`config.mk`:
```
export PLATFORM = sky130hd
export DESIGN_NAME = riscv_test_monitor
export DESIGN_NICKNAME = d
export VERILOG_FILES = /design/src/rtl/riscv_test_monitor_pkg.sv /design/src/rtl/riscv_test_monitor_hart.sv /design/src/rtl/riscv_test_monitor.sv
export SDC_FILE = /design/constraint.sdc
export NUM_CORES = 1
export LEC_CHECK = 0
export ABC_CLOCK_PERIOD_IN_PS = 2930
export CELL_PAD_IN_SITES_DETAIL_PLACEMENT = 1
export CELL_PAD_IN_SITES_GLOBAL_PLACEMENT = 1
export CORE_MARGIN = 3
export CORE_UTILIZATION = 45
export CTS_CLUSTER_SIZE = 8
export DETAILED_ROUTE_END_ITERATION = 10
export DONT_BUFFER_PORTS = 1
export PLACE_DENSITY = 0.88
export SYNTH_ARGS = -nofsm -noshare
export SYNTH_HDL_FRONTEND = slang
export SYNTH_SLANG_ARGS = --single-unit
export TNS_END_PERCENT = 100
```
`constraint.sdc`:
```
create_clock -name clk -period 2.93 [get_ports clk]
set_input_delay 0.7325 -clock clk [delete_from_list [all_inputs] [get_ports clk]]
set_output_delay 0.7325 -clock clk [all_outputs]
set_load 0.02 [all_outputs]
```
`src/rtl/riscv_test_monitor_pkg.sv`:
```
// Shared definitions for the riscv-tests end-of-test monitor:
// per-hart state encodings and monitoring mode selectors.
package riscv_test_monitor_pkg;

    // Per-hart FSM encodings (3 bits, kept as plain constants for legacy tools)
    localparam logic [2:0] TM_IDLE    = 3'd0;
    localparam logic [2:0] TM_RUN     = 3'd1;
    localparam logic [2:0] TM_DRAIN   = 3'd2;
    localparam logic [2:0] TM_PASS    = 3'd3;
    localparam logic [2:0] TM_FAIL    = 3'd4;
    localparam logic [2:0] TM_TIMEOUT = 3'd5;

    // End-of-test detection modes
    localparam int TM_MODE_PC     = 0;  // fetch PC reaches DONE_PC, then check gp
    localparam int TM_MODE_TOHOST = 1;  // non-zero store to TOHOST_ADDR

endpackage

```
`src/rtl/riscv_test_monitor_hart.sv`:
```
// One hart's end-of-test FSM: detects completion (PC match + drained gp
// sample, or a tohost store), latches the verdict and the failing test number.
module riscv_test_monitor_hart
    import riscv_test_monitor_pkg::*;
#(
    parameter int              XLEN        = 32,
    parameter int              MODE        = TM_MODE_PC,
    parameter logic [XLEN-1:0] DONE_PC     = 'h44,
    parameter int              SETTLE      = 4,
    parameter logic [XLEN-1:0] TOHOST_ADDR = 'h1000,
    parameter int              CODE_W      = 16
) (
    input  logic              clk,
    input  logic              rst_n,
    input  logic              start_i,
    input  logic              tmo_i,
    input  logic              pc_valid_i,
    input  logic [XLEN-1:0]   pc_i,
    input  logic [XLEN-1:0]   gp_i,
    input  logic              st_valid_i,
    input  logic [XLEN-1:0]   st_addr_i,
    input  logic [XLEN-1:0]   st_data_i,
    output logic              done_o,
    output logic              pass_o,
    output logic              active_o,
    output logic [CODE_W-1:0] fail_code_o
);

    logic [2:0]        state_q, state_d;
    logic [7:0]        cnt_q, cnt_d;
    logic [CODE_W-1:0] code_q, code_d;
    logic              judge;
    logic [XLEN-1:0]   result;

    // Next-state logic: start overrides everything, completion beats timeout
    always_comb begin
        // NOTE: every variable gets a default first so no path leaves it unassigned (no latch).
        state_d = state_q;
        cnt_d   = cnt_q;
        code_d  = code_q;
        judge   = 1'b0;
        result  = gp_i;

        if (start_i) begin
            state_d = TM_RUN;
            cnt_d   = '0;
            code_d  = '0;
        end else begin
            case (state_q)
                TM_RUN: begin
                    if (MODE == TM_MODE_PC) begin
                        if (pc_valid_i && (pc_i == DONE_PC)) begin
                            if (SETTLE == 0) begin
                                judge = 1'b1;
                            end else begin
                                state_d = TM_DRAIN;
                                cnt_d   = 8'(SETTLE);
                            end
                        end else if (tmo_i) begin
                            state_d = TM_TIMEOUT;
                        end
                    end else begin
                        result = st_data_i;
                        if (st_valid_i && (st_addr_i == TOHOST_ADDR) && (st_data_i != '0)) begin
                            judge = 1'b1;
                        end else if (tmo_i) begin
                            state_d = TM_TIMEOUT;
                        end
                    end
                end
                TM_DRAIN: begin
                    // Pipeline drain: pc/gp activity is ignored until the sample cycle
                    if (cnt_q == 8'd1) begin
                        judge = 1'b1;
                    end else begin
                        cnt_d = cnt_q - 8'd1;
                        if (tmo_i) begin
                            state_d = TM_TIMEOUT;
                        end
                    end
                end
                default: ;
            endcase

            // riscv-tests convention: value 1 = pass, otherwise (test_num << 1) | 1
            if (judge) begin
                if (result == XLEN'(1)) begin
                    state_d = TM_PASS;
                end else begin
                    state_d = TM_FAIL;
                    code_d  = result[CODE_W:1];
                end
            end
        end
    end

    // State, drain counter and fail code registers
    always_ff @(posedge clk or negedge rst_n) begin
        if (!rst_n) begin
            state_q <= TM_IDLE;
            cnt_q   <= '0;
            code_q  <= '0;
        end else begin
            // NOTE: non-blocking assignments so every flop samples pre-edge values.
            state_q <= state_d;
            cnt_q   <= cnt_d;
            code_q  <= code_d;
        end
    end

    assign done_o      = (state_q == TM_PASS) || (state_q == TM_FAIL) || (state_q == TM_TIMEOUT);
    assign pass_o      = (state_q == TM_PASS);
    assign active_o    = (state_q == TM_RUN) || (state_q == TM_DRAIN);
    assign fail_code_o = code_q;

endmodule

```
`src/rtl/riscv_test_monitor.sv`:
```
// End-of-test monitor for riscv-tests runs: one FSM per hart plus a shared
// cycle watchdog and the all_done/all_pass summary.
module riscv_test_monitor
    import riscv_test_monitor_pkg::*;
#(
    parameter int              NUM_HARTS   = 1,
    parameter int              XLEN        = 32,
    parameter int              MODE        = TM_MODE_PC,
    parameter logic [XLEN-1:0] DONE_PC     = 32'h44,
    parameter int              SETTLE      = 4,
    parameter logic [XLEN-1:0] TOHOST_ADDR = 32'h1000,
    parameter int              TIMEOUT     = 6000,
    parameter int              CODE_W      = 16
) (
    input  logic                          clk,
    input  logic                          rst_n,
    input  logic                          start,
    input  logic [NUM_HARTS-1:0]          pc_valid,
    input  logic [NUM_HARTS*XLEN-1:0]     pc,
    input  logic [NUM_HARTS*XLEN-1:0]     gp,
    input  logic [NUM_HARTS-1:0]          st_valid,
    input  logic [NUM_HARTS*XLEN-1:0]     st_addr,
    input  logic [NUM_HARTS*XLEN-1:0]     st_data,
    output logic [NUM_HARTS-1:0]          done,
    output logic [NUM_HARTS-1:0]          pass,
    output logic [NUM_HARTS*CODE_W-1:0]   fail_code,
    output logic                          all_done,
    output logic                          all_pass,
    output logic                          timed_out,
    output logic [$clog2(TIMEOUT+1)-1:0]  cycles
);

    localparam int            CW     = $clog2(TIMEOUT + 1);
    localparam logic [CW-1:0] TMO_LIM = CW'(TIMEOUT);
    localparam logic [CW-1:0] TMO_M1  = CW'(TIMEOUT - 1);

    logic [NUM_HARTS-1:0] active;
    logic                 any_active;
    logic                 tmo_fire;
    logic [CW-1:0]        cycles_q, cycles_d;
    logic                 timed_out_q, timed_out_d;

    assign any_active = |active;
    // Fires on the edge where the counter lands on TIMEOUT
    assign tmo_fire   = any_active && (cycles_q >= TMO_M1);

    // Watchdog: count while any hart is running, saturate at TIMEOUT
    always_comb begin
        cycles_d    = cycles_q;
        timed_out_d = timed_out_q;
        if (start) begin
            cycles_d    = '0;
            timed_out_d = 1'b0;
        end else if (any_active) begin
            if (cycles_q != TMO_LIM) begin
                cycles_d = cycles_q + CW'(1);
            end
            if (tmo_fire) begin
                timed_out_d = 1'b1;
            end
        end
    end

    // Watchdog registers
    always_ff @(posedge clk or negedge rst_n) begin
        if (!rst_n) begin
            cycles_q    <= '0;
            timed_out_q <= 1'b0;
        end else begin
            cycles_q    <= cycles_d;
            timed_out_q <= timed_out_d;
        end
    end

    for (genvar h = 0; h < NUM_HARTS; h++) begin : g_hart
        riscv_test_monitor_hart #(
            .XLEN        (XLEN),
            .MODE        (MODE),
            .DONE_PC     (DONE_PC),
            .SETTLE      (SETTLE),
            .TOHOST_ADDR (TOHOST_ADDR),
            .CODE_W      (CODE_W)
        ) u_hart (
            .clk         (clk),
            .rst_n       (rst_n),
            .start_i     (start),
            .tmo_i       (tmo_fire),
            .pc_valid_i  (pc_valid[h]),
            .pc_i        (pc[h*XLEN +: XLEN]),
            .gp_i        (gp[h*XLEN +: XLEN]),
            .st_valid_i  (st_valid[h]),
            .st_addr_i   (st_addr[h*XLEN +: XLEN]),
            .st_data_i   (st_data[h*XLEN +: XLEN]),
            .done_o      (done[h]),
            .pass_o      (pass[h]),
            .active_o    (active[h]),
            .fail_code_o (fail_code[h*CODE_W +: CODE_W])
        );
    end

    assign all_done  = &done;
    assign all_pass  = &pass;
    assign timed_out = timed_out_q;
    assign cycles    = cycles_q;

endmodule
```
==> metrics.md, run 1 <==
| Metric | Value |
|---|---|
| Distinct cell type count after synthesis | `46` |
| Setup-failing EPs final | `0` |
| Buf/Inv on CP | `1` |
| Drt first-iter violations | `106` |
| # port buffers | `0` |
| Layout Utilization | `0.503` |
| Area growth from synthesis to final layout | `6.65%` |
| H-tree levels | `2` |
| Hold crit path type | `primary input to async pin` |
| P_sw | `0.000245 W` |
| CP startpoint | `g_hart[0].u_hart.state_q[2]` |
| Endpoints failing hold | `0` |
| Syn Area/Cell | `9.94 um^2` |
| Mux share of post-synthesis cell area | `0.00499` |
| Most common cell after layout, fill and taps aside | `dfrtp_1` |
| Initial Util | `0.472` |
| Async set-reset flop share out of synthesis | `1.00` |
| Lkg Pwr | `a little under 1 nW` |
| CTS max path bufs | `2` |
| Total number of vias | `between 1500 and 2000` |
| Comb pwr share | `0.044` |
| Clock-pin slew on the worst setup and hold paths | `0.08 ns` |
| Worst reg-to-reg path cell count | `7` |
| Minimum clock period | `~2.6 ns` |
| DPL Wire Length | `about 4.5 mm` |
| Mapped Area | `approximately 2300 um^2` |
| Largest net degree at the start of global routing | `42` |
| Std cell rows | `25` |
| CP cell instances | `inv_1 -> and3_1 -> o21bai_1` |
| First-pass GRT wire length | `about 10 mm` |
| Top Ports | `167` |
| Crit-path leading delay family | `flip-flops` |
| Routed WL per cell | `just over 20 um` |
| Setup bufs post-CTS | `0` |
| Most frequent cells in the layout | `dfrtp_1, nor2_1, a22o_1` |
| EDFF count, synth | `0` |
| Overall power | `0.00112 W` |
| Mapped Cells | `about 230` |
| GRT Overall Usage | `0.210` |
| Number of CTS-inserted buffers | `5` |
| Xor/xnor cell area share of the yosys netlist | `0.0427` |
| Yosys top cell area share | `0.455` |
| Area contributors post-synth | `dfrtp_1, a22o_1, nor4_1` |
| Routed vias/inst | `roughly 6.4` |
| Simple-Gate Fraction of Synth Area | `0.262` |
| VDD IR max | `roughly 260 uV` |
| Final period util | `0.884` |
| Layout Nets | `~360` |
| Skew final | `0.00727 ns` |
| Power density cells | `approximately 460 nW/um^2` |
| Max Cap Viol | `0` |
| CP required | `between 2 and 2.5 ns` |
| Hold Buf Count CTS | `0` |
| #FFs+latches synth | `around 40` |
| Clk_lat worst skew | `0.30 ns` |
| RePlAce Congestion | `between 0.8 and 0.9` |
| Outcome | `complete, no violations` |
| Antenna Nets Post-Route | `0` |
| Crit path capture type | `output port` |
| Part of the power in registers | `0.526` |
| R2R Path Start | `g_hart[0].u_hart.cnt_q[1]` |
| Fmax | `approximately 390 MHz` |
| CTS tree | `yes` |
| Final WL | `approximately 6.0 mm` |
| Die height | `76.8 um` |
| Adder-cell share of the synthesized area | `0.0222` |
| Post-synth top flop | `dfrtp_1` |
| Clk pwr share | `0.430` |
| Critical-path top delay cell | `dfrtp_1` |
| Sequential fraction of the synthesis area | `0.455` |
| CP Depth | `3` |
| Vias in the first global route | `about 2000` |
| Clock tree sinks | `roughly 40` |
| Setup TNS Final | `0 ns` |
| RSZ-0062 raised after global routing | `no` |
| Critical path class | `flop to output port` |
| Cell taking the most area after synthesis | `dfrtp_1` |
| Ys Warns | `0` |
| Grt ovf | `0` |
| Slew margin rel. | `0.434` |
| Compound-Gate Fraction of Synth Area | `0.170` |
| Post-CTS Resized | `0` |
| Combinational family with the most area after synthesis | `simple AND/OR/NAND/NOR gates` |
| Max incr delay on CP | `roughly 0.49 ns` |
| Int Pwr | `around 0.00087 W` |
| TritonRoute pass-1 iters | `4` |
| Antenna violations before repair | `0` |
| Core area | `between 4000 and 5000 um^2` |
| Die ar. | `a little under 6000 um^2` |
| Slew at the pin closest to its max-slew limit | `approximately 0.85 ns` |
| Switch share | `0.219` |
| Critical Path Fanout Max | `10` |
| Crit path DAT | `approximately 1.9 ns` |
| Syn nets | `364` |
| Layout cells sized above 1 | `0.0749` |
| CP startpoint kind | `flop` |
| DRC viols | `0` |
| Root buffer cell | `clkbuf_8` |
| Slew Limit Fails | `0` |
| Die width | `between 70 and 80 um` |
| # diodes | `0` |
-- worst reg2reg max path, delay by kind of cell, from the launching register on --
kind	cells	cell delay [ns]
adders and majority gates	1	0.16
AOI/OAI and AO/OA	2	0.35
buffers and inverters	1	0.09
and+or+nand+nor	3	1.13
DFF	1	0.42
-- power groups by stage --
stage	logic, W	clock network [W]	registers, W
6_report	0.0000492	0.000481	0.000588
5_1_grt	0.0000556	0.000513	0.000590
4_1_cts	0.0000500	0.000488	0.000588
3_5_place_dp	0.0000487	0	0.000599
3_3_place_gp	0.0000462	0	0.000599
2_1_floorplan	0.0000415	0	0.000596
-- layer usage --
metal | track usage | vias up | wire, um
met5 | 0 | - | 0
met2 | 0.366 | 68 | 3150
met1 | 0.252 | 939 | 2410
met4 | 0.0634 | 0 | 65
li1 | - | 855 | -
met3 | 0.0563 | 7 | 375
-- registers in the layout, summed over array words and instances, names as in the netlist --
| register | count |
|---|---|
| cycles | 13 |
| g_hart.u_hart.cnt_q | 8 |
| g_hart.u_hart.fail_code_o | 16 |
| g_hart.u_hart.state_q | 3 |
| timed_out | 1 |
-- cell type report --
class / count / area, um^2
Sequential cell: 41 / 1030
Multi-Input combinational cell: 168 / 1130
Tap cell: 67 / 83.8
Timing Repair Buffer: 2 / 15.0
Fill cell: 538 / 2380
Clock buffer: 6 / 82.6
Clock inverter: 2 / 37.5
Inverter: 8 / 30.0
-- kinds of logic after synthesis --
group / count (synthesis)
simple gates: 103
compound gates: 49
flops: 41
buf+inv: 18
xor+xnor: 11
fa+ha+maj: 4
mux: 1
-- metrics by stage --
stage	hold WS, ns	area (um^2)	instances	setup WS, ns
after floorplan	0.437	2260	227	0.541
final	0.122	2410	294	0.340
after detailed placement	0.438	2290	286	0.450
after global placement	0.439	2290	286	0.499
after CTS	0.113	2410	294	0.311
after global routing	0.106	2410	294	0.256
-- Yosys cell counts (2+ instances only) --
master    number
ha_1           4
nor4b_1        7
o311ai_0       2
a21oi_1        7
and3_1         2
inv_1          8
o21bai_1       4
o32ai_1        2
clkbuf_1       4
o21ai_0        3
buf_4          3
a31oi_1        5
dfrtp_1       41
nand4_1        5
or3_1          4
nor3_1         9
nand3_1       10
xnor2_1        9
nor2_1        22
nor3b_1        2
nand3b_1       2
a22o_1        18
nor4_1        17
nand2_1       14
xor2_1         2
-- path summary, 6_finish.rpt --
path                       slack (ns)                          end
setup / recovery                 0.34                     all_done
hold reg to reg                  0.51    g_hart[0].u_hart.cnt_q[6]
setup reg to reg                 0.73  g_hart[0].u_hart.state_q[1]
min in group clk                 0.49                    cycles[4]
hold / removal                   0.12                    cycles[7]
max in group asynchronous        2.73  g_hart[0].u_hart.state_q[0]
Power figures use the tool's default switching activity.
==> run 2: changes to the inputs <==
--- a/config.mk
+++ b/config.mk
@@ -8,6 +8,7 @@
 export ABC_CLOCK_PERIOD_IN_PS = 2930
 export CELL_PAD_IN_SITES_DETAIL_PLACEMENT = 1
 export CELL_PAD_IN_SITES_GLOBAL_PLACEMENT = 1
+export CORE_ASPECT_RATIO = 0.75
 export CORE_MARGIN = 3
 export CORE_UTILIZATION = 45
 export CTS_CLUSTER_SIZE = 8
==> metrics.md, run 2 (synthesis gave the netlist of run 1 again) <==
| Metric | Value |
|---|---|
| Outcome | `complete, no violations` |
| First-pass GRT wire length | `9.71 mm (-3.0%)` |
| R2R Path Start | `g_hart[0].u_hart.cnt_q[1]` |
| Critical Path Fanout Max | `10 (unchanged)` |
| Final WL | `6.31 mm (+5.0%)` |
| Die width | `87.8 um (+14%)` |
| Overall power | `0.00120 W (+7.5%)` |
| Setup TNS Final | `0 ns (unchanged)` |
| CP startpoint kind | `flop` |
| Critical path class | `flop to output port` |
| DPL Wire Length | `4.61 mm (+3.3%)` |
| Clk_lat worst skew | `0.31 ns (about the same)` |
| WHS | `0.109 ns (-0.0126 ns)` |
| Setup bufs post-CTS | `0 (unchanged)` |
| Routed vias/inst | `6.65 (+4.6%)` |
| DRC viols | `0 (unchanged)` |
| Clock tree sinks | `41 (unchanged)` |
| Grt ovf | `0 (unchanged)` |
| Initial Util | `0.485 (+0.0137)` |
| # diodes | `0 (unchanged)` |
| Number of CTS-inserted buffers | `5 (unchanged)` |
| Part of the power in registers | `0.490 (-0.036)` |
| Area of the multi-input gates | `1130 um^2 (unchanged)` |
| Switch share | `0.219 (-0.000264)` |
| Std cell rows | `21 (-16%)` |
| Area growth from synthesis to final layout | `6.87%` |
| RePlAce Congestion | `0.836 (+3.3%)` |
| Power density cells | `498 nW/um^2 (+7.3%)` |
| Die ar. | `5910 um^2 (+0.15%)` |
| P_sw | `0.000263 W (+7.3%)` |
| CTS tree | `yes` |
| CTS max path bufs | `2 (unchanged)` |
| Int Pwr | `0.000939 W (+7.5%)` |
| Reg area | `1030 um^2 (unchanged)` |
| Crit path capture type | `output port` |
| TritonRoute pass-1 iters | `4 (unchanged)` |
| Post-CTS Resized | `0 (unchanged)` |
| Hold crit path type | `primary input to async pin` |
| R2R setup slack | `0.68 ns (-0.05 ns)` |
| Worst reg-to-reg path cell count | `7 (unchanged)` |
| Reg-to-reg endpoint | `g_hart[0].u_hart.state_q[2]` |
| Layout Nets | `363 (unchanged)` |
| Largest net degree at the start of global routing | `42 (unchanged)` |
| Root buffer cell | `clkbuf_8` |
| Vias in the first global route | `2008 (-0.25%)` |
| Slew Limit Fails | `0 (unchanged)` |
| Setup-failing EPs final | `0 (unchanged)` |
| Most common cell after layout, fill and taps aside | `dfrtp_1` |
| RSZ-0062 raised after global routing | `no` |
| Antenna Nets Post-Route | `0 (unchanged)` |
| Layout cells sized above 1 | `0.0749 (unchanged)` |
| Slew margin rel. | `0.451 (+0.0168)` |
| Endpoints failing hold | `0 (unchanged)` |
| Die height | `67.3 um (-12%)` |
| H-tree levels | `2 (unchanged)` |
| # port buffers | `0 (unchanged)` |
| Final period util | `0.884 (about the same)` |
| Fmax | `386 MHz (about the same)` |
| Most frequent cells in the layout | `dfrtp_1, nor2_1, a22o_1` |
| Core area | `4650 um^2 (-2.8%)` |
| Layout Utilization | `0.519 (+0.0157)` |
| Antenna violations before repair | `0 (unchanged)` |
| Clock-pin slew on the worst setup and hold paths | `0.09 ns (about the same)` |
| Slew at the pin closest to its max-slew limit | `0.822 ns (-0.0252 ns)` |
| CP required | `2.20 ns (about the same)` |
| Comb pwr share | `0.040 (-0.004)` |
| Drt first-iter violations | `40 (-62%)` |
| Max Cap Viol | `0 (unchanged)` |
| Clk pwr share | `0.470 (+0.040)` |
| Fillers | `517 (-3.9%)` |
| Routed WL per cell | `22.2 um (+8.7%)` |
| Hold Buf Count CTS | `0 (unchanged)` |
| Skew final | `0.00565 ns (-0.00162 ns)` |
| Max FFs per register | `16 (unchanged)` |
| VDD IR max | `162 uV (-39%)` |
| Crit path DAT | `1.86 ns (about the same)` |
| GRT Overall Usage | `0.215 (+0.00540)` |
| Minimum clock period | `2.59 ns (+0.00163 ns)` |
| Top Ports | `167 (unchanged)` |
| Total number of vias | `1889 (+1.1%)` |
| Lkg Pwr | `0.998 nW (+1.1%)` |
run 2: changes by cell type in the layout (fill, tap and decap cells not counted), sizes merged:
cell and delta:
bufinv +1, clkbuf -1, clkinvlp -1, inv +1
run 2: per-layer routing:
metal | wire [um] | share of wire | track usage | up-vias
met1 | 2750 | 0.44 | 0.259 | 931
met3 | 500 | 0.079 | 0.0683 | 10
met2 | 2970 | 0.47 | 0.371 | 92
li1 | - | - | - | 856
met5 | 0 | 0 | 0 | -
met4 | 83 | 0.013 | 0.0651 | 0
run 2: area by class of cell:
class / instances / area share
clock buffer: 5 / 0.0285
tap: 57 / 0.0296
inverter: 8 / 0.0124
timing repair buffer: 2 / 0.00622
sequential: 41 / 0.425
multi-input combinational: 168 / 0.469
clock inverter: 3 / 0.0285
run 2: worst max-delay path by stage:
stage / startpoint / slack (ns) / end / cells after the start
2_1_floorplan: pc[1] / 0.54 / g_hart[0].u_hart.cnt_q[1] / 5
3_3_place_gp: pc[1] / 0.46 / g_hart[0].u_hart.cnt_q[1] / 5
3_5_place_dp: pc[12] / 0.43 / g_hart[0].u_hart.cnt_q[1] / 5
4_1_cts: g_hart[0].u_hart.state_q[2] / 0.32 / done / 3
5_1_grt: g_hart[0].u_hart.state_q[2] / 0.25 / all_done / 3
6_report: g_hart[0].u_hart.state_q[2] / 0.34 / done / 3
run 2: worst max-delay path: stages, from the launching register on:
cell,delay (ns)
dfrtp_1,0.49
inv_1,0.16
and3_1,0.45
o21bai_1,0.45
run 2: through the flow:
step	worst slack, ns	cell area, um^2	cells
2_1_floorplan	0.541	2260	227
3_3_place_gp	0.460	2270	276
3_5_place_dp	0.429	2270	276
4_1_cts	0.318	2410	284
5_1_grt	0.253	2410	284
6_report	0.338	2410	284
run 2: power by group through the flow:
| stage | sequential (W) | clock [W] | combinational (W) |
|---|---|---|---|
| final | 0.000589 | 0.000564 | 0.0000484 |
| after detailed placement | 0.000600 | 0 | 0.0000478 |
| after global routing | 0.000590 | 0.000599 | 0.0000545 |
| after global placement | 0.000600 | 0 | 0.0000453 |
| after CTS | 0.000589 | 0.000571 | 0.0000488 |
| after floorplan | 0.000596 | 0 | 0.0000415 |
==> run 3: changes to the inputs <==
--- a/config.mk
+++ b/config.mk
@@ -5,16 +5,16 @@
 export SDC_FILE = /design/constraint.sdc
 export NUM_CORES = 1
 export LEC_CHECK = 0
-export ABC_CLOCK_PERIOD_IN_PS = 2930
+export ABC_CLOCK_PERIOD_IN_PS = 2700
 export CELL_PAD_IN_SITES_DETAIL_PLACEMENT = 1
 export CELL_PAD_IN_SITES_GLOBAL_PLACEMENT = 1
 export CORE_ASPECT_RATIO = 0.75
 export CORE_MARGIN = 3
-export CORE_UTILIZATION = 45
+export CORE_UTILIZATION = 43
 export CTS_CLUSTER_SIZE = 8
 export DETAILED_ROUTE_END_ITERATION = 10
 export DONT_BUFFER_PORTS = 1
-export PLACE_DENSITY = 0.88
+export PLACE_DENSITY = 0.85
 export SYNTH_ARGS = -nofsm -noshare
 export SYNTH_HDL_FRONTEND = slang
 export SYNTH_SLANG_ARGS = --single-unit
==> constraint.sdc (replaced) <==
create_clock -name clk -period 2.7 [get_ports clk]
set_input_delay 0.675 -clock clk [delete_from_list [all_inputs] [get_ports clk]]
set_output_delay 0.675 -clock clk [all_outputs]
set_load 0.02 [all_outputs]
==> metrics.md, run 3 (synthesis gave the netlist of run 1 again) <==
| Metric | Value |
|---|---|
| Fmax | `roughly 460 MHz` |
| Vias in the first global route | `1914 (-4.7%)` |
| H-tree levels | `2 (unchanged)` |
| Total number of vias | `1905 (+0.85%)` |
| Drt first-iter violations | `92 (+130%)` |
| Critical path class | `flop to output port` |
| # diodes | `0 (unchanged)` |
| Critical Path Fanout Max | `10 (unchanged)` |
| Max FFs per register | `16 (unchanged)` |
| Layout cells sized above 1 | `0.0870 (+0.0121)` |
| TritonRoute pass-1 iters | `4 (unchanged)` |
| Clk_lat worst skew | `0.31 ns (about the same)` |
| DPL Wire Length | `4.67 mm (+1.2%)` |
| Initial Util | `0.453 (-0.0323)` |
| Largest net degree at the start of global routing | `42 (unchanged)` |
| Std cell rows | `22 (+4.8%)` |
| Minimum clock period | `approximately 2.2 ns` |
| CP startpoint kind | `flop` |
| # port buffers | `0 (unchanged)` |
| Inst Count DP | `294 (+6.5%)` |
| Die ar. | `6160 um^2 (+4.3%)` |
| Crit path capture type | `output port` |
| RePlAce Congestion | `0.830 (-0.67%)` |
| CP startpoint | `g_hart[0].u_hart.state_q[2]` |
| Most frequent cells in the layout | `dfrtp_1, nor2_1, a22o_1` |
| Root buffer cell | `clkbuf_8` |
| Antenna violations before repair | `0 (unchanged)` |
| Slew at the pin closest to its max-slew limit | `0.685 ns (-0.137 ns)` |
| Fillers | `555 (+7.4%)` |
| Max Cap Viol | `0 (unchanged)` |
| Core area | `4980 um^2 (+7.1%)` |
| Endpoints failing hold | `0 (unchanged)` |
| Area growth from synthesis to final layout | `8.70%` |
| Die width | `89.7 um (+2.1%)` |
| Power density cells | `529 nW/um^2 (+6.2%)` |
| Hold crit path type | `primary input to async pin` |
| Setup-failing EPs final | `0 (unchanged)` |
| Skew final | `0.00926 ns (+0.00362 ns)` |
| Layout Nets | `366 (+0.83%)` |
| Final period util | `0.811` |
| Worst reg-to-reg path cell count | `5 (-2)` |
| Reg-to-reg endpoint | `g_hart[0].u_hart.cnt_q[5]` |
| Final WL | `6.29 mm (-0.21%)` |
| Slew margin rel. | `0.537 (+0.0860)` |
| Most common cell after layout, fill and taps aside | `dfrtp_1` |
| CP required | `2.03 ns (-0.17 ns)` |
| RSZ-0062 raised after global routing | `no` |
| Number of CTS-inserted buffers | `5 (unchanged)` |
| DRC viols | `0 (unchanged)` |
| Slew Limit Fails | `0 (unchanged)` |
| CTS max path bufs | `2 (unchanged)` |
| Lkg Pwr | `1.01 nW (+1.6%)` |
| Outcome | `complete, no violations` |
| Antenna Nets Post-Route | `0 (unchanged)` |
| Routed WL per cell | `20.8 um (-6.2%)` |
| Post-route insts no fill | `302 (+6.3%)` |
| Grt ovf | `0 (unchanged)` |
| R2R Path Start | `g_hart[0].u_hart.state_q[0]` |
| CTS tree | `yes` |
| Die height | `68.7 um (+2.1%)` |
| Routed vias/inst | `6.31 (-5.2%)` |
| Setup TNS Final | `0 ns (unchanged)` |
| Crit path DAT | `1.51 ns (-0.35 ns)` |
| VDD IR max | `268 uV (+65%)` |
| Top Ports | `167 (unchanged)` |
| Clock-pin slew on the worst setup and hold paths | `0.08 ns (about the same)` |
| GRT Overall Usage | `0.202 (-0.0133)` |
| Setup bufs post-CTS | `0 (unchanged)` |
| Clock tree sinks | `41 (unchanged)` |
| R2R setup slack | `0.52 ns (-0.16 ns)` |
| First-pass GRT wire length | `9.38 mm (-3.4%)` |
| Worst setup path endpoint | `done` |
| Post-CTS Resized | `0 (unchanged)` |
| Hold Buf Count CTS | `0 (unchanged)` |
[run 3: layout make-up]
| class | instances | area [um^2] | area share |
|---|---|---|---|
| inverter | 8 | 30.0 | 0.0122 |
| clock buffer | 5 | 68.8 | 0.0280 |
| sequential | 41 | 1030 | 0.418 |
| clock inverter | 3 | 68.8 | 0.0280 |
| timing repair buffer | 5 | 37.5 | 0.0153 |
| tap | 72 | 90.1 | 0.0367 |
| multi-input combinational | 168 | 1130 | 0.462 |
[run 3: worst min-delay path by stage]
stage           from                               to  slack [ns]  cells past startpoint
2_1_floorplan  rst_n                        cycles[0]        0.38                      0
3_3_place_gp   rst_n  g_hart[0].u_hart.fail_code_o[2]        0.38                      0
3_5_place_dp   rst_n  g_hart[0].u_hart.fail_code_o[2]        0.38                      0
4_1_cts        rst_n                        cycles[5]        0.05                      0
5_1_grt        rst_n  g_hart[0].u_hart.fail_code_o[2]        0.04                      0
6_report       rst_n  g_hart[0].u_hart.fail_code_o[2]        0.05                      0
[run 3: worst max-delay path: stages, from the launching register on]
cell and delay [ns]:
dfrtp_1 0.51, inv_1 0.15, and3_1 0.21, o21bai_1 0.15, buf_4 0.19
[run 3: power by group]
| group | switching [W] | total, W | internal, W |
|---|---|---|---|
| Sequential | 0.0000187 | 0.000639 | 0.000620 |
| Clock | 0.000234 | 0.000606 | 0.000372 |
| Combinational | 0.0000271 | 0.0000530 | 0.0000259 |
| Total | 0.000280 | 0.00130 | 0.00102 |
[run 3: per-layer routing]
layer,up-vias,GRT usage,share of wire
met5,-,0,0
met4,0,0.0669,0.0073
met3,5,0.0665,0.087
met2,73,0.318,0.47
met1,962,0.263,0.43
li1,865,-,-
[run 3: per-stage QoR]
step / setup slack (ns) / hold slack [ns] / utilization / cell area (um^2) / power [W]
2_1_floorplan: 0.369 / 0.379 / - / 2260 / 0.000692
5_1_grt: 0.371 / 0.0388 / 0.492 / 2450 / 0.00134
3_3_place_gp: 0.321 / 0.381 / 0.465 / 2320 / 0.000700
4_1_cts: 0.483 / 0.0460 / 0.492 / 2450 / 0.00131
6_report: 0.511 / 0.0537 / 0.492 / 2450 / 0.00130
3_5_place_dp: 0.270 / 0.381 / 0.465 / 2320 / 0.000704
